### src/rtl/simon_ks_ctrl_pkg.sv
// rtl/simon_ks_ctrl_pkg.sv - shared FSM type, key-schedule mode codes and default sizes
package simon_pkg;

  typedef enum logic [1:0] {
    ST_IDLE = 2'd0,
    ST_LOAD = 2'd1,
    ST_RUN  = 2'd2,
    ST_DONE = 2'd3
  } ks_state_t;

  // data_rdy codes understood by the key schedule; code 1 is never driven
  localparam logic [1:0] DR_HOLD   = 2'd0;
  localparam logic [1:0] DR_LOAD   = 2'd2;
  localparam logic [1:0] DR_EXPAND = 2'd3;

  // SIMON-128/128
  localparam int DEF_ROUNDS   = 68;
  localparam int DEF_KEY_BITS = 128;

endpackage

### src/rtl/simon_ks_ctrl_if.sv
// rtl/simon_ks_ctrl_if.sv - host and key-schedule signals of the key-schedule controller
interface simon_ks_ctrl_if;

  logic       start;
  logic       abort;
  logic       key_bit;
  logic       key_valid;
  logic       key_ready;
  logic [1:0] data_rdy;
  logic [7:0] counter;
  logic       data_in;
  logic       busy;
  logic       rk_valid;
  logic [6:0] round_idx;
  logic       done;

  // host side drives requests and the serial key
  modport master (
    output start, abort, key_bit, key_valid,
    input  key_ready, data_rdy, counter, data_in, busy, rk_valid, round_idx, done
  );

  // controller side
  modport slave (
    input  start, abort, key_bit, key_valid,
    output key_ready, data_rdy, counter, data_in, busy, rk_valid, round_idx, done
  );

endinterface

### src/rtl/simon_ks_ctrl.sv
// rtl/simon_ks_ctrl.sv - sequences serial key load and fixed-length expansion of a SIMON key schedule
module simon_ks_ctrl
  import simon_pkg::*;
#(
  parameter int ROUNDS   = DEF_ROUNDS,
  parameter int KEY_BITS = DEF_KEY_BITS
) (
  input  logic           clk,
  input  logic           rst,
  simon_ks_ctrl_if.slave ks
);

  // 2*ROUNDS must fit the 8-bit counter and the key length the 8-bit load count
  generate
    if (ROUNDS < 1 || ROUNDS > 127) begin : g_bad_rounds
      $error("simon_ks_ctrl: ROUNDS must be in 1..127");
    end
    if (KEY_BITS < 1 || KEY_BITS > 256) begin : g_bad_key_bits
      $error("simon_ks_ctrl: KEY_BITS must be in 1..256");
    end
  endgenerate

  localparam logic [7:0] LAST_CNT = 8'(2 * ROUNDS - 1);
  localparam logic [7:0] LAST_BIT = 8'(KEY_BITS - 1);

  ks_state_t  state;
  logic [7:0] counter_q;
  logic [7:0] load_cnt;
  logic       busy_q;
  logic       key_ready_q;
  logic       done_q;

  // Controller FSM: abort wins over every other request, counter only moves in RUN
  always_ff @(posedge clk) begin
    if (rst) begin
      state       <= ST_IDLE;
      counter_q   <= 8'd0;
      load_cnt    <= 8'd0;
      busy_q      <= 1'b0;
      key_ready_q <= 1'b0;
      done_q      <= 1'b0;
    end else if (ks.abort) begin
      state       <= ST_IDLE;
      busy_q      <= 1'b0;
      key_ready_q <= 1'b0;
      done_q      <= 1'b0;
    end else begin
      case (state)
        ST_IDLE: begin
          done_q <= 1'b0;
          if (ks.start) begin
            state       <= ST_LOAD;
            load_cnt    <= 8'd0;
            busy_q      <= 1'b1;
            key_ready_q <= 1'b1;
          end
        end
        ST_LOAD: begin
          // a bit is consumed only on key_valid; gaps leave the count untouched
          if (ks.key_valid) begin
            if (load_cnt == LAST_BIT) begin
              state       <= ST_RUN;
              counter_q   <= 8'd0;
              key_ready_q <= 1'b0;
            end else begin
              load_cnt <= load_cnt + 8'd1;
            end
          end
        end
        ST_RUN: begin
          // never stalls: exactly 2*ROUNDS cycles, counter left at its last value
          if (counter_q == LAST_CNT) begin
            state  <= ST_DONE;
            done_q <= 1'b1;
          end else begin
            counter_q <= counter_q + 8'd1;
          end
        end
        ST_DONE: begin
          state  <= ST_IDLE;
          busy_q <= 1'b0;
          done_q <= 1'b0;
        end
        default: begin
          state <= ST_IDLE;
        end
      endcase
    end
  end

  // Schedule mode: follows key_valid in LOAD so gap cycles hold the schedule
  always_comb begin
    ks.data_rdy = DR_HOLD;
    if (!ks.abort) begin
      case (state)
        ST_LOAD: ks.data_rdy = ks.key_valid ? DR_LOAD : DR_HOLD;
        ST_RUN:  ks.data_rdy = DR_EXPAND;
        default: ks.data_rdy = DR_HOLD;
      endcase
    end
  end

  // Round keys appear on even counter values; odd cycles are the schedule's update cycles
  always_comb begin
    ks.rk_valid  = 1'b0;
    ks.round_idx = 7'd0;
    if (state == ST_RUN) begin
      ks.rk_valid  = ~counter_q[0];
      ks.round_idx = counter_q[7:1];
    end
  end

  assign ks.data_in   = (state == ST_LOAD) ? ks.key_bit : 1'b0;
  assign ks.counter   = counter_q;
  assign ks.key_ready = key_ready_q;
  assign ks.busy      = busy_q;
  assign ks.done      = done_q;

endmodule

### src/flat_wrapper.sv
// flat-port wrapper written by rule: the top's interface ports become plain ports
module simon_ks_ctrl_flat import simon_pkg::*;
#(
  parameter int ROUNDS   = DEF_ROUNDS,
  parameter int KEY_BITS = DEF_KEY_BITS
)
  (clk, rst, ks_start, ks_abort, ks_key_bit, ks_key_valid, ks_key_ready, ks_data_rdy, ks_counter, ks_data_in, ks_busy, ks_rk_valid, ks_round_idx, ks_done);
  simon_ks_ctrl_if ks_i ();
  input  logic clk;
  input  logic rst;
  input wire logic [$bits(ks_i.start)-1:0] ks_start;
  input wire logic [$bits(ks_i.abort)-1:0] ks_abort;
  input wire logic [$bits(ks_i.key_bit)-1:0] ks_key_bit;
  input wire logic [$bits(ks_i.key_valid)-1:0] ks_key_valid;
  output wire logic [$bits(ks_i.key_ready)-1:0] ks_key_ready;
  output wire logic [$bits(ks_i.data_rdy)-1:0] ks_data_rdy;
  output wire logic [$bits(ks_i.counter)-1:0] ks_counter;
  output wire logic [$bits(ks_i.data_in)-1:0] ks_data_in;
  output wire logic [$bits(ks_i.busy)-1:0] ks_busy;
  output wire logic [$bits(ks_i.rk_valid)-1:0] ks_rk_valid;
  output wire logic [$bits(ks_i.round_idx)-1:0] ks_round_idx;
  output wire logic [$bits(ks_i.done)-1:0] ks_done;
  assign ks_i.start = ks_start;
  assign ks_i.abort = ks_abort;
  assign ks_i.key_bit = ks_key_bit;
  assign ks_i.key_valid = ks_key_valid;
  assign ks_key_ready = ks_i.key_ready;
  assign ks_data_rdy = ks_i.data_rdy;
  assign ks_counter = ks_i.counter;
  assign ks_data_in = ks_i.data_in;
  assign ks_busy = ks_i.busy;
  assign ks_rk_valid = ks_i.rk_valid;
  assign ks_round_idx = ks_i.round_idx;
  assign ks_done = ks_i.done;
  simon_ks_ctrl #(.ROUNDS(ROUNDS), .KEY_BITS(KEY_BITS)) u_core (.clk(clk), .rst(rst), .ks(ks_i));
endmodule
### config.mk
export PLATFORM = sky130hd
export DESIGN_NAME = simon_ks_ctrl_flat
export DESIGN_NICKNAME = d
export VERILOG_FILES = /design/src/rtl/simon_ks_ctrl_pkg.sv /design/src/rtl/simon_ks_ctrl_if.sv /design/src/rtl/simon_ks_ctrl.sv /design/src/flat_wrapper.sv
export SDC_FILE = /design/constraint.sdc
export NUM_CORES = 1
export LEC_CHECK = 0
export ABC_CLOCK_PERIOD_IN_PS = 2300
export CORE_ASPECT_RATIO = 0.7
export CORE_MARGIN = 2
export CORE_UTILIZATION = 25
export CTS_CLUSTER_DIAMETER = 100
export DETAILED_ROUTE_END_ITERATION = 8
export SLEW_MARGIN = 20
export SYNTH_ARGS = -nofsm -noshare
export SYNTH_HDL_FRONTEND = slang
export SYNTH_SLANG_ARGS = --single-unit
### constraint.sdc
create_clock -name clk -period 2.3 [get_ports clk]
set_clock_uncertainty 0.05 [all_clocks]
set_input_delay 0.23 -clock clk [delete_from_list [all_inputs] [get_ports clk]]
set_output_delay 0.23 -clock clk [all_outputs]
set_load 0.01 [all_outputs]
; Word level (Yosys, flattened, before mapping)
; Cells that the tools add are included.
[word_totals]
ff_bits = 21
input_bits = 6
wordCells = 60
[classes]
add_sub_neg = 2
eq_ne = 11
n_mux = 26
bitwise_logic = 2
reduce_logical = 13
[op_table]
columns = op, count
row1 = $mux W8, 6
row2 = $pmux W8 S2, 2
row3 = $add A8 B1 Y8 const B, 2
row4 = $mux W2, 6
row5 = $reduce_and A5 Y1, 2
row6 = $eq A8 B7 Y1 const B, 1
row7 = $eq A8 B8 Y1 const B, 1
row8 = $ne A2 B2 Y1 const B, 4
row9 = $pmux W2 S4, 1
row10 = $reduce_and A4 Y1, 2
row11 = $reduce_bool A2 Y1, 4
row12 = $mux W7, 1
row13 = $mux W1, 6
row14 = $pmux W1 S2, 3
row15 = $eq A2 B2 Y1 const B, 2
row16 = $ne A2 B1 Y1 const B, 2
row17 = $pmux W2 S2, 1
row18 = $reduce_and A2 Y1, 2
row19 = $reduce_or A2 Y1, 2
row20 = $eq A2 B1 Y1 const B, 1
row21 = $logic_not A2 Y1, 1
row22 = $not A1 Y1, 2

; Logic depth before layout (Yosys ltp)
; Gate-level depths: netlist of run 1.
[depth]
depth_word = 4
ltp_mapped = 7

; Worst setup path before layout of run 1
; OpenSTA, ideal clock, no wires.
[synth_timing]
path_type = reg-to-reg
from = register u_core.state[1]
to = register u_core.load_cnt[1]
setup_time_ns = 0.130
arrival_time_ns = 1.567
t_required_ns = 2.120
path_slack_ns = 0.553
stages_incl_launch_ff = 8
n_path_buf = 1
period_less_slack_ns = 1.747
cell_sequence = dfxtp_1 inv_1 ha_1 buf_2 mux2i_1 or3_1 a21oi_1 o32ai_1
[synth_between]
elab_chain_len = 3
word_cells_on_any_way = 8
cone_classes = eq/ne (4) / mux (1) / reduce/logical (3)
[synth_lines]
columns = element, line
row1 = start: declaration, simon_ks_ctrl.sv:26  ; ks_state_t state;
row2 = start signal: assignment, simon_ks_ctrl.sv:36  ; state <= ST_IDLE;
row3 = start signal: assignment, simon_ks_ctrl.sv:43  ; state <= ST_IDLE;
row4 = start signal: assignment, simon_ks_ctrl.sv:52  ; state <= ST_LOAD;
row5 = $eq A2 B1 Y1 or $logic_not A2 Y1 (tied branches), simon_ks_ctrl.sv:48  ; case (state)
row6 = $ne A2 B2 Y1 (no line) or $reduce_bool A2 Y1 (tied branches), n/a
row7 = $reduce_and A5 Y1 (no line), n/a
row8 = end signal: assignment, simon_ks_ctrl.sv:66  ; load_cnt <= load_cnt + 8'd1;
row9 = end: declaration, simon_ks_ctrl.sv:28  ; logic [7:0] load_cnt;
; Parallel ways exist; a longest one is shown, timed or not.
; A chain may end at the register's enable or synchronous reset.

; Final worst setup path of run 1
[layout_timing]
from = register u_core.state[1]
to = output port ks_data_rdy[1]
[layout_between]
elab_chain_len = 3
word_cells_on_any_way = 4
cone_classes = eq/ne (2) / mux (2)
[layout_lines]
columns = element, line
row1 = $eq A2 B2 Y1 or $eq A2 B1 Y1 (tied branches), simon_ks_ctrl.sv:95  ; case (state)
row2 = $pmux W2 S2 (*), simon_ks_ctrl.sv:95
row3 = $mux W2 (*), simon_ks_ctrl.sv:94  ; if (!ks.abort) begin
row4 = end: declaration, flat_wrapper.sv:16  ; output wire logic [$bits(ks_i.data_rdy)-1:0] ks_data_rdy;
; Mark *: on every way between the ends. The rest lies on a longest branch, timed or not.

==> out/qor.csv, run 1 <==
stage,metric,value,unit
place,Placement Setup Slack,0.274,ns
clock_tree,Worst-Skew Late Latency,0.26,ns
die,Die ar.,6040,sq um
sta,Final setup viols,0,
worst_hold_path,worst hold start,u_core.load_cnt[1]$_SDFFE_PP0P_,
route,drt drc,0,
place,DP Cell Count,260,
clock_tree,CTS Buffer Depth,2,
critical_path,CP startpoint kind,register,
place,GP Congestion,0.779,
run,max cap viols,0,
clock_tree,H-tree levels,1,
finish,FILL cells,567,
logic_synthesis,Yosys warnings,0,
finish,Finished Core Util,33.8,%
die,Die W,92.0,um
logic_synthesis,register bit count reported by yosys,21,
route,mean number of vias per cell,5.03,
logic_synthesis,"Primary FF master, synth",dfxtp_1,
power,P per Cell Area,410,nW/um^2
critical_path,worst reg2reg setup slack,0.39,ns
finish,share of layout cells above drive strength 1,9.90,%
logic_synthesis,synthesized area,1360,sq um
critical_path,R2R depth,5,
sta,Slew @ Worst Pin,0.464,ns
clock_tree,Worst-path clk slew,0.08,ns
worst_hold_path,Hold Path Class,register to register,
logic_synthesis,Async SR Flop Fraction,0,%
critical_path,delay of the slowest critical-path stage,0.54,ns
finish,final non-filler cell total,264,
route,antenna-violating nets left,0,
finish,Inserted Diodes,0,
place,placed cell area,1720,sq um
die,# rows,22,
critical_path,R2R Path Start,u_core.load_cnt[0]$_SDFFE_PP0P_,
sta,Final Critical Period,2.17,ns
clock_tree,clk root buf,clkbuf_8,
sta,Max Transition Viols Final,0,
grt,first-pass GRT wire length,6.10,mm
grt,Total GRT Usage,12.4,%
run_status,outcome,"complete, no violations",
grt,initial antenna violation count,0,
die,Core ar.,5230,sq um
clock_tree,clk sinks,21,
critical_path,Crit Path Class,register to output pin,
logic_synthesis,post-synthesis cell count,164,
route,Routed wire per std cell,13.2,um
route,routed via count,1328,
critical_path,Critical-path top delay cell,clkdlybuf4s50_1,
logic_synthesis,ranking of synthesized cells by area,"dfxtp_1 (31%), ha_1 (6.5%), nand2_1 (4.2%)",
logic_synthesis,Synth top cells by count,"dfxtp_1 (21), nand2_1 (15), nand3_1 (10)",
sta,Worst Hold Slack,0.441,ns
critical_path,Top Family by Delay on Critical Path,buffers and inverters,
place,HPWL Detailed,2.60,mm
die,Initial Utilization,25.9,%
sta,worst rel slew slack,68.8,%
clock_tree,CTS tree,built,
logic_synthesis,Post-Syn Area per Cell,8.27,sq um
power,P_leak,0.589,nW
sta,setup TNS,0,ns
power,final total power,0.726,mW
logic_synthesis,top-area cell type share of the netlist area,31.0,%
die,I/O pins,28,
grt,global route overflow,0,
critical_path,Crit path arrival time,1.89,ns
logic_synthesis,number of synthesized flops with an enable pin,0,
logic_synthesis,cell with the most instances after synthesis,dfxtp_1,
sta,period utilisation layout,94.5,%
critical_path,CP endpoint kind,output pin,
logic_synthesis,count of cell types in the netlist,49,
critical_path,R2R Path End,u_core.ks.counter[2]$_SDFFE_PP0P_,
critical_path,CP Data Required Time,2.02,ns
sta,Setup WS post-layout,0.126,ns
sta,"Hold Vio Cnt, Final",0,
route,router iterations before antenna repair,4,
die,Die Span Y,65.6,um
critical_path,crit-path cells,"inv_1, ha_1, nand2b_1, nor2_1, clkdlybuf4s50_1",
route,WL final,3.50,mm
logic_synthesis,syn_nets,177,
grt,largest net degree at the start of global routing,15,
finish,Final Instance Area,1770,sq um
grt,number of global-route vias before repair,1251,
route,Initial DRC Count,21,
critical_path,Buffers & Inverters on Critical Path,2,
worst_hold_path,Worst Hold Path EP,u_core.load_cnt[1]$_SDFFE_PP0P_,
power,VDD IR max,0.189,mV
clock_tree,Setup Buffers After CTS,0,
place,Port-buffer cells,27,
sta,fmax,0.460,GHz
logic_synthesis,post-synth top area cell,dfxtp_1,
logic_synthesis,post-synthesis sequential area ratio,31.0,%
finish,Final #Nets,206,
finish,Layout area overhead,30.4,%
clock_tree,clock buffer count from CTS,3,
critical_path,Critical Path Fanout Max,5,
worst_hold_path,hold path depth,2,
flip-flops by register name, summed over array words and instances, names as in the netlist:
signal	flops
u_core.ks.done	1
u_core.state	2
u_core.ks.key_ready	1
u_core.load_cnt	8
u_core.ks.busy	1
u_core.ks.counter	8
worst min-delay path: stages (launching register included):
cell and delay, ns:
dfxtp_1 0.33, nand2_1 0.06, o32ai_1 0.05
area by class of cell:
type	instances	area, sq um	area share (%)
clock buffer	4	45.0	2.55
tap	72	90.1	5.10
multi-input combinational	127	873	49.4
inverter	8	30.0	1.70
timing repair buffer	32	308	17.4
sequential	21	422	23.8
layout by cell type (no fill, tap or decap), types with 5 or more instances in the layout:
| master | count |
|---|---|
| a21oi_1 | 7 |
| and2_1 | 8 |
| buf_4 | 5 |
| clkdlybuf4s50_1 | 27 |
| dfxtp_1 | 20 |
| ha_1 | 6 |
| inv_1 | 8 |
| nand2_1 | 15 |
| nand3_1 | 10 |
| nor2_1 | 9 |
| nor3_1 | 6 |
| o21ai_0 | 9 |
worst max path at each step:
| stage | from | end | cells after the start |
|---|---|---|---|
| 6_report | u_core.state[1]$_SDFFE_PP0P_ | ks_data_rdy[1] | 5 |
| 5_1_grt | u_core.state[1]$_SDFFE_PP0P_ | ks_data_rdy[1] | 5 |
| 4_1_cts | u_core.state[0]$_SDFFE_PP0P_ | ks_rk_valid | 4 |
| 3_5_place_dp | u_core.state[0]$_SDFFE_PP0P_ | u_core.ks.counter[2]$_SDFFE_PP0P_ | 6 |
| 3_3_place_gp | u_core.state[0]$_SDFFE_PP0P_ | u_core.ks.counter[2]$_SDFFE_PP0P_ | 6 |
| 2_1_floorplan | u_core.state[1]$_SDFFE_PP0P_ | u_core.load_cnt[1]$_SDFFE_PP0P_ | 7 |
metal layers:
metal	share of wire, %	routed length, um	vias to the layer above	track usage [%]
li1	-	-	675	-
met1	55	1930	617	18.8
met2	40	1410	32	18.0
met3	3.6	127	4	2.75
met4	0.57	20	0	2.24
met5	0	0	-	0
where the power goes:
group | leakage [nW] | switching [mW] | internal, mW | total (mW)
clock network | 0.0228 | 0.126 | 0.124 | 0.250
logic | 0.396 | 0.0618 | 0.0434 | 0.105
registers | 0.170 | 0.00327 | 0.368 | 0.371
total | 0.589 | 0.191 | 0.535 | 0.726
logic make-up (layout without fill, tap and decap cells):
group                      after synthesis  in the layout  share of synthesized area (%)
DFF                                     21             21                           31.0
and+or+nand+nor                         72             72                           30.7
adders and majority gates                7              7                           6.46
buffers and inverters                   16             44                           4.80
muxes                                    2              2                           1.48
AOI/OAI and AO/OA                       46             46                           25.6
timing repair:
| item | in CTS | in global routing |
|---|---|---|
| hold buffers | 0 | 0 |
| gates resized for setup | 0 | 2 |
| endpoints found under the setup margin | 0 | 2 |
Note: power is estimated with default switching activity, not from simulation.
==> inputs of run 2 (changes only) <==
Settings changed: GPL_TIMING_DRIVEN set to 0.
==> run 2 against run 1 <==
Power is 0.68% higher. Combinational power hardly changed. Core utilization is 0.29 points higher. Non-clock buffer count is 2 higher. Clock-buffer cell count is 1 lower. Clock power is 2% higher. Worst setup slack worse by 0.063 ns. Highest routed layer unchanged.
==> out/qor.csv, run 2 (same netlist as run 1, synthesis figures left out) <==
stage,metric,value,unit,change
place,Placement Setup Slack,-0.0792,ns,-0.353 ns
worst_hold_path,hold path depth,2,,unchanged
die,I/O pins,28,,unchanged
finish,Inserted Diodes,0,,unchanged
route,antenna-violating nets left,0,,unchanged
critical_path,R2R Path Start,u_core.state[1]$_SDFFE_PP0P_,,
grt,Total GRT Usage,12.9,%,+0.46 points
sta,Max Transition Viols Final,0,,unchanged
route,Routed wire per std cell,14.0,um,+6.1%
clock_tree,clk root buf,clkbuf_8,,
critical_path,R2R depth,7,,+2
finish,Final Instance Area,1780,sq um,+0.85%
grt,number of global-route vias before repair,1300,,+3.9%
sta,period utilisation layout,97.3,%,+2.7 points
route,mean number of vias per cell,5.04,,+0.22%
critical_path,Crit path arrival time,1.96,ns,+0.07 ns
clock_tree,Worst-path clk slew,0.08,ns,about the same
clock_tree,Worst-Skew Late Latency,0.27,ns,about the same
die,Die W,92.0,um,unchanged
power,P per Cell Area,410,nW/um^2,-0.17%
critical_path,worst reg2reg setup slack,0.29,ns,-0.10 ns
finish,share of layout cells above drive strength 1,9.79,%,-0.10 points
grt,initial antenna violation count,0,,unchanged
sta,Final Critical Period,2.24,ns,+0.0625 ns
die,# rows,22,,unchanged
critical_path,Critical Path Fanout Max,10,,+5
finish,Final #Nets,208,,+0.97%
die,Core ar.,5230,sq um,unchanged
place,Port-buffer cells,27,,unchanged
route,WL final,3.74,mm,+6.9%
grt,global route overflow,0,,unchanged
worst_hold_path,Hold Path Class,register to register,,
critical_path,R2R Path End,u_core.load_cnt[1]$_SDFFE_PP0P_,,
finish,Finished Core Util,34.1,%,+0.29 points
sta,"Hold Vio Cnt, Final",0,,unchanged
die,Die ar.,6040,sq um,unchanged
clock_tree,clock buffer count from CTS,3,,unchanged
sta,Final setup viols,0,,unchanged
sta,Worst Hold Slack,0.445,ns,+0.00374 ns
grt,largest net degree at the start of global routing,17,,+2
clock_tree,hold-fix buffers at CTS,0,,unchanged
power,P_leak,0.650,nW,+10%
sta,worst rel slew slack,58.4,%,-10 points
route,router iterations before antenna repair,4,,unchanged
run_status,outcome,"complete, no violations",,
power,VDD IR max,0.170,mV,-9.8%
critical_path,CP startpoint kind,register,,
critical_path,Crit Path Class,register to output pin,,
place,HPWL Detailed,2.73,mm,+4.9%
clock_tree,H-tree levels,1,,unchanged
worst_hold_path,worst hold start,u_core.load_cnt[1]$_SDFFE_PP0P_,,
route,Initial DRC Count,60,,+190%
route,routed via count,1341,,+0.98%
place,GP Congestion,0.780,,+0.19%
finish,Layout area overhead,31.5,%,
die,Initial Utilization,25.9,%,unchanged
place,placed cell area,1720,sq um,-0.15%
clock_tree,clk sinks,21,,unchanged
sta,fmax,0.447,GHz,-2.8%
grt,first-pass GRT wire length,6.24,mm,+2.4%
clock_tree,CTS Buffer Depth,2,,unchanged
clock_tree,CTS tree,built,,
sta,setup TNS,0,ns,unchanged
critical_path,CP endpoint kind,output pin,,
sta,RSZ-0062 raised after global routing,false,,
finish,most frequent cells in the layout,"clkdlybuf4s50_1 (24), dfxtp_1 (19), nand2_1 (15)",,
run,max cap viols,0,,unchanged
die,Die Span Y,65.6,um,unchanged
critical_path,CP Data Required Time,2.02,ns,about the same
route,drt drc,0,,unchanged
sta,Setup WS post-layout,0.0630,ns,-0.0625 ns
worst_hold_path,Worst Hold Path EP,u_core.load_cnt[1]$_SDFFE_PP0P_,,
sta,Slew @ Worst Pin,0.619,ns,+0.155 ns
finish,"most common cell after layout, fill and taps aside",clkdlybuf4s50_1,,
-- run 2: cell count changes in the layout (fill, tap and decap cells not counted), sizes merged --
cell,delta
dlymetal6s2s,+3
clkbuf,+3
clkinv,+1
clkdlybuf4s50,-3
buf,-2
-- run 2: through the flow --
stage               std cells  power (mW)
floorplan                 164       0.446
global placement          263       0.483
detailed placement        263       0.485
CTS                       266       0.744
global route              266       0.766
finish                    266       0.731
-- run 2: where the power goes --
group          switching [mW]  leakage (nW)  internal [mW]  total (mW)
logic                  0.0646         0.454         0.0412       0.106
clock network           0.133        0.0255          0.121       0.254
registers             0.00344         0.170          0.368       0.371
total                   0.201         0.650          0.530       0.731
-- run 2: worst max-delay path by stage --
stage,start,endpoint,slack (ns),depth (start not counted)
after floorplan,u_core.state[1]$_SDFFE_PP0P_,u_core.load_cnt[1]$_SDFFE_PP0P_,0.55,7
after global placement,u_core.state[0]$_SDFFE_PP0P_,ks_data_rdy[1],-0.04,7
after detailed placement,u_core.state[0]$_SDFFE_PP0P_,ks_round_idx[6],-0.08,6
after CTS,u_core.state[0]$_SDFFE_PP0P_,ks_data_rdy[1],0.02,7
after global routing,u_core.state[0]$_SDFFE_PP0P_,ks_round_idx[6],0.002,6
final,u_core.state[0]$_SDFFE_PP0P_,ks_round_idx[6],0.06,6
-- run 2: layout make-up --
cell class	count	area [sq um]
fill	551	3450
multi-input combinational	127	871
sequential	21	423
timing repair buffer	27	278
tap	72	90.1
buffer	7	45.0
clock buffer	3	41.3
inverter	8	30.0
clock inverter	1	5.00
-- run 2: worst max-delay path: stages (launching register included) --
cell,delay (ns)
dfxtp_2,0.34
inv_1,0.12
ha_1,0.18
clkbuf_4,0.20
clkbuf_8,0.18
and2_1,0.13
clkdlybuf4s50_1,0.54
-- run 2: timing repair --
| item | CTS | global route |
|---|---|---|
| resized for setup | 5 | 5 |
| setup endpoints to repair | 10 | 10 |
| pin swaps | 0 | 1 |
| setup buffers | 0 | 0 |
-- run 2: per-layer routing --
layer	vias up	GRT usage [%]	wire length [um]
li1	673	-	-
met1	633	17.6	1860
met2	33	20.6	1650
met3	2	3.10	214
met4	0	2.99	10
met5	-	0	0
